$ cat src/rtl/buffer_0_read_arbiter.sv
// buffer_0_read_arbiter
//   Shares the single agg read port of buffer_0 between NUM_REQ aggregation lanes.
//   The arbiter is round-robin and grants one read per cycle. A tag pipeline carries each
//   read's lane id alongside the buffer read latency, so every returned word goes back to
//   the lane that issued it. The sticky err_orphan flag is set when a tag and the returned
//   data do not line up.
// Ports
//   clk, rst             clock, asynchronous active-high reset
//   req_valid/req_addr   per-lane read requests (lane i addr at [i*ADDR_W +: ADDR_W])
//   req_ready            one-hot grant (combinational), transfer = valid & ready
//   arb_hold             suppresses new grants for the current cycle
//   buf_read_addr_valid  registered read issue towards buffer_0
//   buf_read_addr        registered read address towards buffer_0
//   buf_read_data_valid  read return from buffer_0 (READ_LATENCY after issue)
//   buf_read_data        read data from buffer_0
//   rsp_valid            one-hot lane owning rsp_data (registered)
//   rsp_data             returned word (registered)
//   outstanding          reads issued but not yet answered
//   err_orphan           sticky tag/data misalignment flag
module buffer_0_read_arbiter #(
  parameter int unsigned NUM_REQ           = 4,
  parameter int unsigned BUFFER_ADDR_WIDTH = 11,
  parameter int unsigned BUFFER_DATA_WIDTH = 512,
  parameter int unsigned READ_LATENCY      = 4,
  parameter int unsigned ID_WIDTH          = $clog2(NUM_REQ),
  localparam int unsigned CNT_WIDTH        = $clog2(READ_LATENCY + 2)
) (
  input  logic                                   clk,
  input  logic                                   rst,
  input  logic [NUM_REQ-1:0]                     req_valid,
  input  logic [NUM_REQ*BUFFER_ADDR_WIDTH-1:0]   req_addr,
  output logic [NUM_REQ-1:0]                     req_ready,
  input  logic                                   arb_hold,
  output logic                                   buf_read_addr_valid,
  output logic [BUFFER_ADDR_WIDTH-1:0]           buf_read_addr,
  input  logic                                   buf_read_data_valid,
  input  logic [BUFFER_DATA_WIDTH-1:0]           buf_read_data,
  output logic [NUM_REQ-1:0]                     rsp_valid,
  output logic [BUFFER_DATA_WIDTH-1:0]           rsp_data,
  output logic [CNT_WIDTH-1:0]                   outstanding,
  output logic                                   err_orphan
);

  localparam logic [ID_WIDTH-1:0]  LastId = ID_WIDTH'(NUM_REQ - 1);
  localparam logic [CNT_WIDTH-1:0] CntMax = CNT_WIDTH'(READ_LATENCY + 1);

  logic [ID_WIDTH-1:0]          ptr_q, ptr_d;
  logic [ID_WIDTH-1:0]          win_id, scan_id;
  logic                         win_found, transfer;
  logic [BUFFER_ADDR_WIDTH-1:0] sel_addr;

  logic                         addr_valid_q;
  logic [BUFFER_ADDR_WIDTH-1:0] addr_q;
  logic [ID_WIDTH-1:0]          issue_id_q;

  logic [READ_LATENCY-1:0]      tag_v_q;
  logic [ID_WIDTH-1:0]          tag_id_q [READ_LATENCY];

  logic                         tag_last_v, hit, mismatch;
  logic [NUM_REQ-1:0]           rsp_valid_q;
  logic [BUFFER_DATA_WIDTH-1:0] rsp_data_q;
  logic [CNT_WIDTH-1:0]         cnt_q, cnt_d;
  logic                         err_q;

  // Round-robin search starting at ptr_q, wrapping at NUM_REQ.
  always_comb begin
    win_id    = '0;
    win_found = 1'b0;
    scan_id   = ptr_q;
    for (int unsigned i = 0; i < NUM_REQ; i++) begin
      if (!win_found && req_valid[scan_id]) begin
        win_found = 1'b1;
        win_id    = scan_id;
      end
      scan_id = (scan_id == LastId) ? '0 : scan_id + ID_WIDTH'(1);
    end
  end

  assign transfer  = win_found & ~arb_hold & ~rst;
  assign req_ready = transfer ? (NUM_REQ'(1) << win_id) : '0;
  assign sel_addr  = req_addr[win_id*BUFFER_ADDR_WIDTH +: BUFFER_ADDR_WIDTH];

  always_comb begin
    ptr_d = ptr_q;
    if (transfer) begin
      ptr_d = (win_id == LastId) ? '0 : win_id + ID_WIDTH'(1);
    end
  end

  // The final tag stage lines up with buf_read_data_valid of the matching read.
  assign tag_last_v = tag_v_q[READ_LATENCY-1];
  assign hit        = tag_last_v & buf_read_data_valid;
  assign mismatch   = tag_last_v ^ buf_read_data_valid;

  // Issue and response can coincide; the count is then unchanged.
  always_comb begin
    cnt_d = cnt_q;
    unique case ({transfer, hit})
      2'b10:   if (cnt_q != CntMax) cnt_d = cnt_q + CNT_WIDTH'(1);
      2'b01:   if (cnt_q != '0)     cnt_d = cnt_q - CNT_WIDTH'(1);
      default: cnt_d = cnt_q;
    endcase
  end

  always_ff @(posedge clk or posedge rst) begin
    if (rst) begin
      ptr_q        <= '0;
      addr_valid_q <= 1'b0;
      addr_q       <= '0;
      issue_id_q   <= '0;
      tag_v_q      <= '0;
      for (int i = 0; i < int'(READ_LATENCY); i++) begin
        tag_id_q[i] <= '0;
      end
      rsp_valid_q  <= '0;
      rsp_data_q   <= '0;
      cnt_q        <= '0;
      err_q        <= 1'b0;
    end else begin
      ptr_q        <= ptr_d;
      addr_valid_q <= transfer;
      addr_q       <= transfer ? sel_addr : '0;
      issue_id_q   <= transfer ? win_id : '0;
      // Stage 0 captures the issue register, so the tag trails the buffer by exactly
      // READ_LATENCY cycles.
      tag_v_q[0]   <= addr_valid_q;
      tag_id_q[0]  <= issue_id_q;
      for (int i = 1; i < int'(READ_LATENCY); i++) begin
        tag_v_q[i]  <= tag_v_q[i-1];
        tag_id_q[i] <= tag_id_q[i-1];
      end
      rsp_valid_q  <= hit ? (NUM_REQ'(1) << tag_id_q[READ_LATENCY-1]) : '0;
      rsp_data_q   <= hit ? buf_read_data : '0;
      cnt_q        <= cnt_d;
      err_q        <= err_q | mismatch;
    end
  end

  assign buf_read_addr_valid = addr_valid_q;
  assign buf_read_addr       = addr_q;
  assign rsp_valid           = rsp_valid_q;
  assign rsp_data            = rsp_data_q;
  assign outstanding         = cnt_q;
  assign err_orphan          = err_q;

endmodule
$ cat config.mk
export PLATFORM = sky130hd
export DESIGN_NAME = buffer_0_read_arbiter
export DESIGN_NICKNAME = d
export VERILOG_FILES = /design/src/rtl/buffer_0_read_arbiter.sv
export SDC_FILE = /design/constraint.sdc
export NUM_CORES = 1
export LEC_CHECK = 0
export CAP_MARGIN = 20
export CORE_AREA = 5 5 423 425
export DETAILED_ROUTE_END_ITERATION = 8
export DIE_AREA = 0 0 428 430
export GPL_TIMING_DRIVEN = 0
export PLACE_DENSITY_LB_ADDON = 0.12
export SLEW_MARGIN = 20
export SYNTH_ARGS = -nofsm -noshare
export SYNTH_HDL_FRONTEND = slang
export SYNTH_SLANG_ARGS = --single-unit
$ cat constraint.sdc
create_clock -name clk -period 42.3 [get_ports clk]
set_input_delay 10.575 -clock clk [delete_from_list [all_inputs] [get_ports clk]]
set_output_delay 10.575 -clock clk [all_outputs]
set_load 0.02 [all_outputs]
==> qor.yml, run 1 <==
timing:
  hold_viol: 0
  worstMarginPinSlew_ns: 0.937
  tns_ns: 0
  setup_ws_ns: 17.80
  drv_slew: 0
  finalSetupViolCount: 0
  hold_slack_ns: 0.336
  finalClockSkew_ns: 0.0215
  relSlewSlack: 0.375
  fin_crit_ns: 24.50
  finalCritPeriodShare: 0.579
  rsz0062_at_grt: "false"
  max_freq_ghz: 0.0408
route:
  drt_pass1_iterations: 4
  drtIter0Drc: 642
  drc: 0
  wl_um: 116000
  num_vias: 14900
  viasPerCell: 3.02
  ant_nets: 0
  wl_per_cell_um: 23.6
setup_path:
  rr_endpoint: "outstanding[2]"
  crit_path_max_fanout: 10
  reg2reg_from: "ptr_q[1]"
  critPathLaunchType: "input port"
  reg2regPathDepth: 11
  arrival_ns: 13.93
  required_ns: 31.72
  crit_type: "input port to primary output"
  regToRegSetupSlack_ns: 38.83
  cp-end-kind: "primary output"
power:
  power_frac_seq: 0.372
  combPwrFrac: 0.198
  ir_drop_mv: 0.0240
  switchingPower_uw: 449
  clkPwrFrac: 0.431
  power.density_nw_per_um2: 43.3
  leakagePower_nw: 15.0
  sw_frac_of_total: 0.295
  internal_power_mw: 1.07
  p_total_mw: 1.52
logic_synthesis:
  async_reset_ff_frac: 1.00
  syn_avg_cell_area_um2: 13.9
  syn_nets: 1902
  synth_edf_count: 0
  netlist_area_um2: 18500
  yosysSeqAreaShare: 0.741
  yosysWarnings: 0
  ys_ff_latch: 548
  ys_types: 47
  netlist_instances: 1331
  synth_flop_cell: "dfrtp_1"
place:
  placedCellCount: 4776
  place_congestion: 0.913
  placed_cell_area_um2: 32600
  numPortBuffers: 1098
  hpwlAfterDp_um: 96200
  place_ws_ns: 17.81
floorplanning:
  core_area_um2: 175000
  die_y_um: 430
  start_util: 0.106
  io_pins: 1100
  dieArea_um2: 184000
  num_rows: 154
  die_w_um: 428
clocking:
  clock_latency_ns: 0.69
  cts_tree: "yes"
  numCtsBuffers: 78
  cts_resized: 0
  clock-sinks: 548
  root_buffer: "clkbuf_16"
  cts_setup_buffers: 0
  clk_pin_slew_ns: 0.06
  htree_levels: 3
  clk_path_buf_depth: 3
  ctsHoldBuffers: 0
cells_and_area:
  final_common_cell: "clkdlybuf4s50_1"
  fin_nets: 3087
  syn_to_final_growth_pct: 90.1
  drive_gt1_frac: 0.0578
  fin_area_um2: 35200
  post-route-util: 0.201
  final_cell_mix: "clkdlybuf4s50_1, dfrtp_1, and2_1"
  instances_no_fill: 4934
grt:
  grt_usage: 0.123
  antenna_found_initial: 45
  grt_pass1_vias: 16700
  grt_pass1_wl_um: 155000
  overflow: 0
  grt_max_degree: 95
hold_path:
  min_from: "tag_v_q[2]"
  holdPathStages: 0
  holdPathEnd: "tag_v_q[3]"
  worstHoldPathType: "flip-flop to flip-flop"
run:
  cap_viol_max_count: 0
outcome:
  status: "finished clean"
flip-flops by register name (all words and copies together), names as in the netlist, 2 cells and up:
signal / count
buf_read_addr: 11
rsp_data: 512
tag_id_q: 8
rsp_valid: 4
ptr_q: 2
outstanding: 3
tag_v_q: 4
issue_id_q: 2
critical path, stage by stage:
cell	delay [ns]
clkdlybuf4s50_1	0.54
nor2b_1	0.22
and4b_1	0.22
a211oi_2	0.43
o211a_1	0.29
clkbuf_1	0.43
nor2_1	0.19
inv_2	0.11
ha_1	0.13
and2_1	0.12
clkdlybuf4s50_1	0.66
synth_stat cells (4+ instances only):
master | instances | share of area
nor2_1 | 10 | 0.0020
o22ai_1 | 5 | 0.0017
ha_1 | 7 | 0.0047
a22o_1 | 11 | 0.0052
clkbuf_1 | 71 | 0.014
a21oi_1 | 5 | 0.0014
mux2i_1 | 4 | 0.0022
inv_1 | 5 | 0.0010
o2111ai_1 | 22 | 0.010
o211ai_1 | 22 | 0.0089
buf_2 | 6 | 0.0016
and2_1 | 516 | 0.17
dfrtp_1 | 548 | 0.74
nand2_1 | 52 | 0.011
nor2b_1 | 4 | 0.0014
routing by layer:
metal,part of all wire,global-route usage
met1,0.36,0.132
met4,0.029,0.0407
met2,0.52,0.220
met3,0.085,0.0487
met5,0.00029,0
worst max path at each step:
| stage | startpoint | endpoint | slack, ns | cells after the start |
|---|---|---|---|---|
| detailed placement | req_valid[1] | req_ready[1] | 17.81 | 11 |
| floorplan | rst | buf_read_addr[0] | 16.40 | 1 |
| global placement | rst | rsp_data[378] | 7.67 | 2 |
| CTS | req_valid[1] | req_ready[1] | 17.80 | 11 |
| finish | req_valid[1] | req_ready[1] | 17.80 | 11 |
| global route | req_valid[0] | req_ready[1] | 17.70 | 11 |
layout make-up:
class	instances	area (µm²)
diodes	18	45.0
plain buffers	79	322
clock buffers	111	2200
clock inverters	29	312
fillers	19100	140000
inverters	7	33.8
multi-input cells	697	4450
flip-flops and latches	548	13700
well taps	2340	2930
repair buffers	1105	11200
power groups by stage:
stage / sequential (mW) / clock (mW) / combinational [mW]
detailed placement: 0.575 / 0 / 0.307
CTS: 0.566 / 0.690 / 0.308
floorplan: 0.605 / 0 / 0.101
global route: 0.569 / 0.709 / 0.325
finish: 0.566 / 0.655 / 0.301
global placement: 0.577 / 0 / 0.302
kinds of logic (layout without fill, tap and decap cells):
logic type	count (synthesis)	count (layout)	synth area share
xor gates and xnor gates	1	1	0.000473
other	0	18	0
AOI/OAI and AO/OA	82	82	0.0357
adders and majority gates	7	7	0.00473
muxes	7	7	0.00399
DFF	548	548	0.741
buffers and inverters	86	1331	0.0187
and+or+nand+nor	600	600	0.196
No activity file was read; power rests on OpenSTA's default activity.
==> inputs of run 2 (changes only) <==
- clock period: 42.3 -> 22.6 ns (I/O delays scaled with it)
==> results of run 2 <==
The final DEF is identical to that of run 1. Status: finished clean.
Main changes from that run: setup slack after placement 17.81 ns -> 7.96 ns; setup slack after layout 17.80 ns -> 7.95 ns; register-to-register setup slack 38.83 ns -> 19.13 ns; total power 1.52 mW -> 2.85 mW; worst IR drop on VDD 0.0240 mV -> 0.0450 mV
